## src/rtl/pipe_float32_to_fixed_point_pkg.sv

```systemverilog
// rtl/pipe_float32_to_fixed_point_pkg.sv - shared types, widths and helpers for the float32 to fixed-point pipe
package fxp_pkg;

  // Widest aligned magnitude is sig << 63 (87 bits) plus one rounding carry.
  localparam int MAG_W = 88;

  typedef enum logic [1:0] {TRUNC = 2'd0, HALF_AWAY = 2'd1, HALF_EVEN = 2'd2} rmode_t;
  typedef enum logic [1:0] {ZERO, NORM, INF, NAN} fclass_t;

  typedef struct packed {
    logic        sign;
    fclass_t     fclass;
    logic [7:0]  expo;
    logic [22:0] man;
  } s1_t;

  typedef struct packed {
    logic             sign;
    fclass_t          fclass;
    logic             big;
    logic [MAG_W-1:0] mag;
  } s2_t;

  function automatic logic [63:0] fix_max(input int woi, input int wof);
    return (64'd1 << (woi + wof - 1)) - 64'd1;
  endfunction

  function automatic logic [63:0] fix_min(input int woi, input int wof);
    return 64'd1 << (woi + wof - 1);
  endfunction

  function automatic s1_t unpack_f32(input logic [31:0] f);
    s1_t s;
    s.sign = f[31];
    s.expo = f[30:23];
    s.man  = f[22:0];
    if (f[30:23] == 8'hFF)      s.fclass = (f[22:0] != 23'd0) ? NAN : INF;
    else if (f[30:23] == 8'h00) s.fclass = ZERO;
    else                        s.fclass = NORM;
    return s;
  endfunction

endpackage

```

## src/rtl/pipe_float32_to_fixed_point_if.sv

```systemverilog
// rtl/pipe_float32_to_fixed_point_if.sv - input float stream and output fixed-point stream of the converter
interface pipe_float32_to_fixed_point_if #(parameter int W = 16);
  logic         in_valid;
  logic         in_ready;
  logic [31:0]  in_float;
  logic         out_valid;
  logic         out_ready;
  logic [W-1:0] out_fix;
  logic         out_upflow;
  logic         out_downflow;
  logic         out_nan;

  modport slave (
    input  in_valid, in_float, out_ready,
    output in_ready, out_valid, out_fix, out_upflow, out_downflow, out_nan
  );

  modport master (
    output in_valid, in_float, out_ready,
    input  in_ready, out_valid, out_fix, out_upflow, out_downflow, out_nan
  );
endinterface

```

## src/rtl/pipe_float32_to_fixed_point_mag_round.sv

```systemverilog
// rtl/pipe_float32_to_fixed_point_mag_round.sv - combinational align of a normal float magnitude to WOF bits and round
module comb_f32_mag_round
  import fxp_pkg::*;
#(
  parameter int WOF   = 8,
  parameter int RMODE = 1
) (
  input  logic [7:0]       expo,
  input  logic [22:0]      man,
  output logic [MAG_W-1:0] mag,
  output logic             big
);
  logic [23:0]        sig;
  logic signed [10:0] sh;
  logic [5:0]         rs;
  logic [48:0]        t;
  logic [MAG_W-1:0]   base;
  logic               guard, sticky, inc;

  always_comb begin
    sig    = {1'b1, man};
    sh     = $signed({3'b000, expo}) - 11'sd150 + 11'(WOF);
    big    = 1'b0;
    guard  = 1'b0;
    sticky = 1'b0;
    base   = '0;
    rs     = '0;
    t      = '0;
    if (sh >= 0) begin
      // Shifts of 64+ leave the low 64 bits zero and always overflow.
      if (sh > 63) big = 1'b1;
      else         base = MAG_W'(sig) << sh[5:0];
    end else begin
      // Beyond 26 right shifts the result is always mag=0, guard=0, sticky=1.
      rs     = (sh < -26) ? 6'd26 : 6'(-sh);
      t      = {sig, 25'b0} >> rs;
      base   = MAG_W'(t[48:25]);
      guard  = t[24];
      sticky = |t[23:0];
    end
    case (rmode_t'(RMODE))
      HALF_AWAY: inc = guard;
      HALF_EVEN: inc = guard & (sticky | base[0]);
      default:   inc = 1'b0;
    endcase
    mag = base + MAG_W'(inc);
  end
endmodule

```

## src/rtl/pipe_float32_to_fixed_point.sv

```systemverilog
// rtl/pipe_float32_to_fixed_point.sv - 3-stage float32 to signed fixed-point converter with stall and overflow counters
module pipe_float32_to_fixed_point
  import fxp_pkg::*;
#(
  parameter int WOI   = 8,
  parameter int WOF   = 8,
  parameter int ROOF  = 1,
  parameter int RMODE = 1,
  parameter int CNTW  = 16
) (
  input  logic                         clk,
  input  logic                         rst,
  pipe_float32_to_fixed_point_if.slave io,
  input  logic                         cnt_clr,
  output logic [CNTW-1:0]              cnt_upflow,
  output logic [CNTW-1:0]              cnt_downflow
);
  localparam int W = WOI + WOF;
  localparam logic [W-1:0]     SAT_POS = W'(fix_max(WOI, WOF));
  localparam logic [W-1:0]     SAT_NEG = W'(fix_min(WOI, WOF));
  localparam logic [MAG_W-1:0] LIM_POS = MAG_W'(fix_max(WOI, WOF));
  localparam logic [MAG_W-1:0] LIM_NEG = MAG_W'(fix_min(WOI, WOF));

  logic             en, hs;
  logic             s1_v, s2_v;
  s1_t              s1;
  s2_t              s2;
  logic [MAG_W-1:0] rnd_mag, neg_mag;
  logic             rnd_big;
  logic [W-1:0]     fix_d;
  logic             up_d, dn_d, nan_d, ovf;

  assign en          = !io.out_valid || io.out_ready;
  assign io.in_ready = en;
  assign hs          = io.out_valid && io.out_ready;

  comb_f32_mag_round #(.WOF(WOF), .RMODE(RMODE)) u_round (
    .expo (s1.expo),
    .man  (s1.man),
    .mag  (rnd_mag),
    .big  (rnd_big)
  );

  always_ff @(posedge clk) begin
    if (rst) begin
      s1_v <= 1'b0;
      s1   <= '0;
      s2_v <= 1'b0;
      s2   <= '0;
    end else if (en) begin
      s1_v <= io.in_valid;
      s1   <= unpack_f32(io.in_float);
      s2_v <= s1_v;
      s2   <= '{sign: s1.sign, fclass: s1.fclass, big: rnd_big, mag: rnd_mag};
    end
  end

  // Infinity has no finite wrapped value, so it takes the range limit in both modes.
  always_comb begin
    neg_mag = -s2.mag;
    fix_d   = '0;
    up_d    = 1'b0;
    dn_d    = 1'b0;
    nan_d   = 1'b0;
    ovf     = 1'b0;
    case (s2.fclass)
      NAN: nan_d = 1'b1;
      INF: begin
        up_d  = !s2.sign;
        dn_d  = s2.sign;
        fix_d = s2.sign ? SAT_NEG : SAT_POS;
      end
      NORM: begin
        if (s2.sign) begin
          ovf   = s2.big || (s2.mag > LIM_NEG);
          dn_d  = ovf;
          fix_d = (ovf && ROOF != 0) ? SAT_NEG : neg_mag[W-1:0];
        end else begin
          ovf   = s2.big || (s2.mag > LIM_POS);
          up_d  = ovf;
          fix_d = (ovf && ROOF != 0) ? SAT_POS : s2.mag[W-1:0];
        end
      end
      default: ;
    endcase
  end

  always_ff @(posedge clk) begin
    if (rst) begin
      io.out_valid    <= 1'b0;
      io.out_fix      <= '0;
      io.out_upflow   <= 1'b0;
      io.out_downflow <= 1'b0;
      io.out_nan      <= 1'b0;
    end else if (en) begin
      io.out_valid    <= s2_v;
      io.out_fix      <= fix_d;
      io.out_upflow   <= up_d;
      io.out_downflow <= dn_d;
      io.out_nan      <= nan_d;
    end
  end

  always_ff @(posedge clk) begin
    if (rst || cnt_clr) begin
      cnt_upflow   <= '0;
      cnt_downflow <= '0;
    end else begin
      if (hs && io.out_upflow && cnt_upflow != '1)     cnt_upflow   <= cnt_upflow + CNTW'(1);
      if (hs && io.out_downflow && cnt_downflow != '1) cnt_downflow <= cnt_downflow + CNTW'(1);
    end
  end
endmodule

```

## src/flat_wrapper.sv

```systemverilog
// flat-port wrapper written by rule: the top's interface ports become plain ports
module pipe_float32_to_fixed_point_flat import fxp_pkg::*;
#(
  parameter int WOI   = 8,
  parameter int WOF   = 8,
  parameter int ROOF  = 1,
  parameter int RMODE = 1,
  parameter int CNTW  = 16
)
  (clk, rst, cnt_clr, cnt_upflow, cnt_downflow, io_in_valid, io_in_float, io_out_ready, io_in_ready, io_out_valid, io_out_fix, io_out_upflow, io_out_downflow, io_out_nan);
  pipe_float32_to_fixed_point_if #(.W(16)) io_i ();
  input  logic clk;
  input  logic rst;
  input  logic cnt_clr;
  output logic [CNTW-1:0] cnt_upflow;
  output logic [CNTW-1:0] cnt_downflow;
  input wire logic [$bits(io_i.in_valid)-1:0] io_in_valid;
  input wire logic [$bits(io_i.in_float)-1:0] io_in_float;
  input wire logic [$bits(io_i.out_ready)-1:0] io_out_ready;
  output wire logic [$bits(io_i.in_ready)-1:0] io_in_ready;
  output wire logic [$bits(io_i.out_valid)-1:0] io_out_valid;
  output wire logic [$bits(io_i.out_fix)-1:0] io_out_fix;
  output wire logic [$bits(io_i.out_upflow)-1:0] io_out_upflow;
  output wire logic [$bits(io_i.out_downflow)-1:0] io_out_downflow;
  output wire logic [$bits(io_i.out_nan)-1:0] io_out_nan;
  assign io_i.in_valid = io_in_valid;
  assign io_i.in_float = io_in_float;
  assign io_i.out_ready = io_out_ready;
  assign io_in_ready = io_i.in_ready;
  assign io_out_valid = io_i.out_valid;
  assign io_out_fix = io_i.out_fix;
  assign io_out_upflow = io_i.out_upflow;
  assign io_out_downflow = io_i.out_downflow;
  assign io_out_nan = io_i.out_nan;
  pipe_float32_to_fixed_point #(.WOI(WOI), .WOF(WOF), .ROOF(ROOF), .RMODE(RMODE), .CNTW(CNTW)) u_core (.clk(clk), .rst(rst), .io(io_i), .cnt_clr(cnt_clr), .cnt_upflow(cnt_upflow), .cnt_downflow(cnt_downflow));
endmodule
```

## config.mk

```make
export PLATFORM = sky130hd
export DESIGN_NAME = pipe_float32_to_fixed_point_flat
export DESIGN_NICKNAME = d
export VERILOG_FILES = /design/src/rtl/pipe_float32_to_fixed_point_pkg.sv /design/src/rtl/pipe_float32_to_fixed_point_if.sv /design/src/rtl/pipe_float32_to_fixed_point_mag_round.sv /design/src/rtl/pipe_float32_to_fixed_point.sv /design/src/flat_wrapper.sv
export SDC_FILE = /design/constraint.sdc
export NUM_CORES = 1
export LEC_CHECK = 0
export ABC_AREA = 1
export BUFFER_PORTS_ARGS = -buffer_cell sky130_fd_sc_hd__buf_2
export CAP_MARGIN = 20
export CELL_PAD_IN_SITES_DETAIL_PLACEMENT = 1
export CELL_PAD_IN_SITES_GLOBAL_PLACEMENT = 1
export CORE_MARGIN = 2
export CORE_UTILIZATION = 46
export DETAILED_ROUTE_END_ITERATION = 10
export GPL_ROUTABILITY_DRIVEN = 0
export PLACE_DENSITY_LB_ADDON = 0.25
export SLEW_MARGIN = 10
export SYNTH_ARGS = -nofsm -noshare
export SYNTH_HDL_FRONTEND = slang
export SYNTH_SLANG_ARGS = --single-unit
export TNS_END_PERCENT = 5
```

## constraint.sdc

```tcl
create_clock -name clk -period 12.9 [get_ports clk]
set_input_delay 2.58 -clock clk [delete_from_list [all_inputs] [get_ports clk]]
set_output_delay 2.58 -clock clk [all_outputs]
set_load 0.01 [all_outputs]
```

==> results of run 1 <==
==> cells by family after synthesis <==
group,share of synthesized area (%)
buffers and inverters,9.93
and+or+nand+nor,34.5
xor gates and xnor gates,1.22
muxes,2.30
DFF,29.6
AOI/OAI and AO/OA,21.2
adders and majority gates,1.33
==> layout by cell type, fill, tap and decap left out, types with 19 or more instances in the layout <==
master   instances
nor2_1         137
o21ai_0        260
inv_1          165
dfxtp_1        179
mux2i_1         28
buf_2           89
a21oi_1        161
nor4_1          32
nor3_1          34
nand4_1         22
nand3_1        209
nand2_2         19
nand2_1        441
==> routing by layer <==
layer  track usage (%)  vias to the layer above  share of wire [%]  routed length, um
met5                 0                        -                  0                  0
met4              10.2                        0                3.0               1310
met3              4.49                       96                5.9               2610
met2              51.7                      428                 46              20100
met1              42.4                     6596                 45              20000
li1                  -                     6575                  -                  -
==> final timing paths <==
kind	start	end	cells past startpoint
max	u_core.s1[24]$_SDFFE_PP0P_	u_core.s2[24]$_SDFFE_PP0P_	32
min	u_core.s2[87]$_SDFFE_PP0P_	u_core.s2[87]$_SDFFE_PP0P_	2
max reg2reg	u_core.s1[24]$_SDFFE_PP0P_	u_core.s2[24]$_SDFFE_PP0P_	32
min reg2reg	u_core.s2[87]$_SDFFE_PP0P_	u_core.s2[87]$_SDFFE_PP0P_	2
==> state kept, by name (all words and copies together), names as in the netlist <==
register / flops
u_core.cnt_downflow: 16
u_core.s1: 34
u_core.io.out_upflow: 1
u_core.s1_v: 1
u_core.io.out_nan: 1
u_core.io.out_valid: 1
u_core.cnt_upflow: 16
u_core.s2: 92
u_core.io.out_fix: 16
u_core.io.out_downflow: 1
u_core.s2_v: 1
==> worst register-to-register path: cells and delay by family (launching register included) <==
kind                       cells  cell delay, ns
DFF                            1            0.89
and+or+nand+nor               18            2.64
AOI/OAI and AO/OA              4            0.73
adders and majority gates      4            2.07
buffers and inverters          6            1.48
==> report_power, final <==
part	internal [mW]	switching [mW]	total [mW]	leakage (nW)
combinational	0.127	0.350	0.477	3.76
clock	0.280	0.280	0.560	0.295
sequential	0.576	0.0208	0.597	1.46
total	0.983	0.650	1.63	5.52
==> final cells by class <==
cell class	instances	area [um^2]	share of cell area (%)
Antenna cell	1	2.50	0.0189
Clock buffer	17	425	3.22
Clock inverter	15	189	1.43
Inverter	185	702	5.31
Multi-Input combinational cell	1477	7390	55.9
Sequential cell	180	3600	27.3
Tap cell	335	419	3.17
Timing Repair Buffer	95	490	3.71
==> Yosys cell counts, drive strengths merged (2+ instances only) <==
cell type and count:
nand2 466, o21ai 269, nand3 211, inv 185, dfxtp 180, a21oi 162, nor2 155, clkbuf 69
buf 44, nor3 35, nor4 32, mux2i 28, nand4 22, ha 13, xor2 13, a32o 12
o21bai 9, or2 6, a31oi 5, nor3b 4, o211ai 4, o21a 4, xnor2 4, a211oi 3
nand3b 3, o22ai 3, a22o 2, a311oi 2, and3 2, o221ai 2, o31ai 2
==> impl_metrics.tcl, run 1 <==
set metrics [dict create \
    initial_core_util_pct 46.8 \
    gr-total-overflow 0 \
    insertion_delay_ns 0.45 \
    layout_setup_ws_ns 5.00 \
    final_nets 2006 \
    maxCapViolations 0 \
    hold_path.class "register to register" \
    rsz0062_at_grt "false" \
    ys_async_sr_fraction_pct 0 \
    drive_gt1_share_pct 10.3 \
    final_design_area_no_fill_um2 13200 \
    die_w_um 167 \
    period_needed_ns 7.90 \
    die-area_um2 27800 \
    power_mw 1.63 \
    synth_fp_nets 2005 \
    grt_max_degree 115 \
    cp_slowest_stage_delay_ns 1.11 \
    critPathArrivalTime_ns 8.26 \
    crit_top_cell "nand2_1" \
    h-tree-depth 4 \
    relSlewSlack_pct 34.7 \
    netlist_top_cells_area "dfxtp_1 30%, nand2_1 14%, o21ai_0 11%" \
    antenna_found_initial 1 \
    slew_viol_final 0 \
    power_density_nw_per_um2 124 \
    ir_drop_v 0.0000735 \
    drtIter0Drc 1261 \
    utilization_pct 50.7 \
    fin_tns_setup_ns 0 \
    ctsResizeCount 0 \
    yosys_warnings 0 \
    synth_top_area_share_pct 29.6 \
    pre_cts_ws_ns 5.26 \
    crit_type "register to register" \
    place_area_um2 12600 \
    worst-r2r-setup-slack_ns 5.00 \
    grt_pass1_wl_mm 71.4 \
    place.port_buffers 89 \
    p_leak_nw 5.52 \
    cp_max_fo 64 \
    outcome "finished, final reports clean" \
    hold_ws_ns 0.454 \
    cts-root-buf "clkbuf_16" \
    synth_largest_area_cell "dfxtp_1" \
    setup_viol 0 \
    wl_mm 44.0 \
    ys_ff_latch 180 \
    path_buf_inv 6 \
    core_area_um2 26100 \
    vias 13700 \
    drc 0 \
    cts_tree "built" \
    tightestPinTransition_ns 0.979 \
    finalCritPeriodShare_pct 61.3 \
    holdBufCountCts 0 \
    fillers 3667 \
    grt_use_total_pct 31.4 \
    hpwl_mm 32.5 \
    die-height_um 167 \
    cp.required_ns 13.26 \
    pin_count 90 \
    synth-edff-count 0 \
    syn-cell-area_um2 12200 \
    dpl.cell_count 2272 \
    detail_route.wl_per_cell_um 19.1 \
    syn_inst 1955 \
    slowest_stage "ha_1" \
    hold_violations 0 \
    clkTransAtPathRegs_ns 0.08 \
    rows 59 \
    viasPerCell 5.94 \
    critPathTopFamily "simple AND/OR/NAND/NOR gates" \
    clock_sinks 180 \
    ant_nets 0 \
    cts_buffer_depth 2 \
    final_cells 2305 \
    synth_cell_type_count 53 \
    max_freq_mhz 127 \
    post-cts-setup-buffer-count 0 \
    numCtsBuffers 17 \
    dr.pass1.iters 7 \
    ys.flop_type "dfxtp_1" \
    finClkSkew_ns 0.0122 \
    seq_area_frac_synth_pct 29.6 \
    syn_to_final_growth_pct 8.44 \
    postSynthAreaPerCell_um2 6.24 \
    grt_pass1_vias 13400 \
    worstSetupEndpointType "register" \
    worstSetupStartpointType "register" \
]
Power figures use the tool's default switching activity.
==> inputs of run 2 (changes only) <==
- ABC_AREA: 1 -> 0
- CORE_UTILIZATION: 46 -> 45
- clock period: 12.9 -> 7.6 ns (I/O delays scaled with it)
==> impl_metrics.tcl, run 2 <==
set metrics [dict create \
    synth_fa_ha_area_share_pct 1.36 \
    die-area_um2 29500 \
    post-cts-setup-buffer-count 0 \
    detail_route.wl_per_cell_um 22.8 \
    ys_ff_latch 180 \
    postSynthAreaPerCell_um2 7.28 \
    r2r_end "u_core.s2[16]$_SDFFE_PP0P_" \
    hold_depth 2 \
    ys_async_sr_fraction_pct 0 \
    setup_viol 0 \
    worst-r2r-setup-slack_ns 1.12 \
    relSlewSlack_pct 27.0 \
    hpwl_mm 34.1 \
    hold_ws_ns 0.453 \
    synth_compound_area_share_pct 25.5 \
    r2r-start "u_core.s1[25]$_SDFFE_PP0P_" \
    n_antenna_cell 0 \
    grt_max_degree 153 \
    power_density_nw_per_um2 203 \
    max_freq_mhz 154 \
    utilization_pct 49.8 \
    p_leak_nw 5.09 \
    period_needed_ns 6.48 \
    numCtsBuffers 17 \
    tightestPinTransition_ns 1.09 \
    final_cells 2121 \
    syn-cell-area_um2 12700 \
    final_cell_mix "263 x nand2_1, 245 x nor2_1, 178 x dfxtp_1" \
    hold_violations 0 \
    ys.flop_type "dfxtp_1" \
    slew_viol_final 0 \
    synthTopCellsByCount "263 x nand2_1, 246 x nor2_1, 180 x dfxtp_1, 149 x a21oi_1, 101 x clkbuf_1" \
    drive_gt1_share_pct 12.5 \
    rows 61 \
    worstSetupEndpointType "register" \
    regMostFlops "u_core.s2" \
    die_w_um 172 \
    cp_slowest_stage_delay_ns 0.57 \
    hold_path.class "register to register" \
    insertion_delay_ns 0.46 \
    synth-edff-count 0 \
    final_design_area_no_fill_um2 13800 \
    grt_use_total_pct 32.8 \
    viasPerCell 6.56 \
    holdBufCountCts 0 \
    core_area_um2 27700 \
    top_regs "u_core.s2: 92 flops, u_core.s1: 34 flops" \
    ir_drop_v 0.000130 \
    crit_type "register to register" \
    cp.required_ns 7.99 \
    synth_cell_type_count 105 \
    layout_setup_ws_ns 1.12 \
    synthSimpleGateAreaFrac_pct 28.8 \
    finClkSkew_ns 0.0166 \
    vias 13900 \
    synth_fp_nets 1789 \
    cts-root-buf "clkbuf_16" \
    critPathArrivalTime_ns 6.87 \
    clkTransAtPathRegs_ns 0.07 \
    netlist_top_cells_area "dfxtp_1 28%, nand2_1 7.8%, nor2_1 7.3%" \
    drc 0 \
    final_nets 1781 \
    crit_chain "ha_1, xor2_2, inv_1, buf_4, ha_1, xnor3_1, o21a_1, o21ai_1, nor2_1, mux2_2, nor2_1, a21oi_1, a21oi_1, a21oi_1, a21oi_1, o22ai_1, ha_1, ha_1, nand3_2, or4b_4, or4b_1, nand3_1" \
    r2r_cells 22 \
    grt_pass1_wl_mm 75.9 \
    largest_register_ff_count 92 \
    dr.pass1.iters 7 \
    initial_core_util_pct 45.7 \
    cp_max_fo 31 \
    place_area_um2 13200 \
    pin_count 90 \
    synth_top_family_by_area "simple AND/OR/NAND/NOR gates" \
    rsz0062_at_grt "false" \
    worstSetupStartpointType "register" \
    synth_top_area_share_pct 28.5 \
    outcome "finished, final reports clean" \
    slowest_stage "xnor3_1" \
    final_common_cell "nand2_1" \
    power_mw 2.80 \
    gr-total-overflow 0 \
    dpl.cell_count 2089 \
    cts_tree "built" \
    yosys_warnings 0 \
    fin_tns_setup_ns 0 \
    cp-endpoint "u_core.s2[16]$_SDFFE_PP0P_" \
    maxCapViolations 0 \
    wl_mm 48.3 \
    syn_inst 1739 \
    syn_to_final_growth_pct 9.02 \
    place.port_buffers 89 \
    synth_xor_area_share_pct 3.63 \
    ctsResizeCount 0 \
    synth_mux_area_share_pct 6.65 \
    cts_buffer_depth 2 \
    antenna_found_initial 0 \
    h-tree-depth 4 \
    clock_sinks 180 \
    grt_pass1_vias 13500 \
    synth.most_common_cell "nand2_1" \
    worstSetupStartpoint "u_core.s1[25]$_SDFFE_PP0P_" \
    finalCritPeriodShare_pct 85.2 \
    pre_cts_ws_ns 1.32 \
    ant_nets 0 \
    die-height_um 172 \
    synth_largest_area_cell "dfxtp_1" \
    seq_area_frac_synth_pct 28.5 \
    drtIter0Drc 1388 \
]
[run 2: metal layers]
metal,vias to the layer above,GRT usage (%),routed length [um]
li1,6317,-,-
met2,649,51.7,21700
met1,6773,42.6,19900
met3,183,7.59,4280
met4,0,15.2,2370
met5,-,0,0
[run 2: cells by family (layout without fill, tap and decap cells)]
logic type / Yosys count / after routing
flops: 180 / 180
fa+ha+maj: 14 / 14
mux: 63 / 63
xor+xnor: 50 / 50
compound gates: 480 / 480
simple gates: 780 / 780
buf+inv: 172 / 176
[run 2: worst min path at each step]
stage | startpoint | endpoint
after floorplan | u_core.s2[18]$_SDFFE_PP0P_ | u_core.s2[18]$_SDFFE_PP0P_
after global placement | u_core.s1[33]$_SDFFE_PP0P_ | u_core.s1[33]$_SDFFE_PP0P_
after detailed placement | u_core.io.out_fix[10]$_SDFFE_PP0P_ | u_core.io.out_fix[10]$_SDFFE_PP0P_
after CTS | u_core.io.out_fix[10]$_SDFFE_PP0P_ | u_core.io.out_fix[10]$_SDFFE_PP0P_
after global routing | u_core.s1[33]$_SDFFE_PP0P_ | u_core.s2[91]$_SDFFE_PP0P_
final | u_core.io.out_fix[0]$_SDFFE_PP0P_ | u_core.io.out_fix[0]$_SDFFE_PP0P_
[run 2: final cells by class]
type	count	area [um^2]
Sequential cell	180	3610
Tap cell	378	473
Fill cell	3547	13900
Timing Repair Buffer	109	611
Multi-Input combinational cell	1387	8380
Inverter	36	135
Clock inverter	13	160
Clock buffer	18	439
[run 2: power breakdown]
part	total, mW	internal [mW]	switching, mW
registers	1.01	0.965	0.0487
clock network	0.921	0.478	0.443
logic	0.865	0.261	0.604
total	2.80	1.70	1.10
[run 2: worst max-delay path: cells and delay by family (launching register included)]
kind / cells / cell delay, ns
AO/OA/AOI/OAI: 7 / 1.36
XOR/XNOR: 2 / 0.70
adder cells (fa/ha/maj): 4 / 1.43
buffers and inverters: 2 / 0.39
flip-flops: 1 / 0.47
multiplexers: 1 / 0.25
AND/OR/NAND/NOR: 6 / 1.80
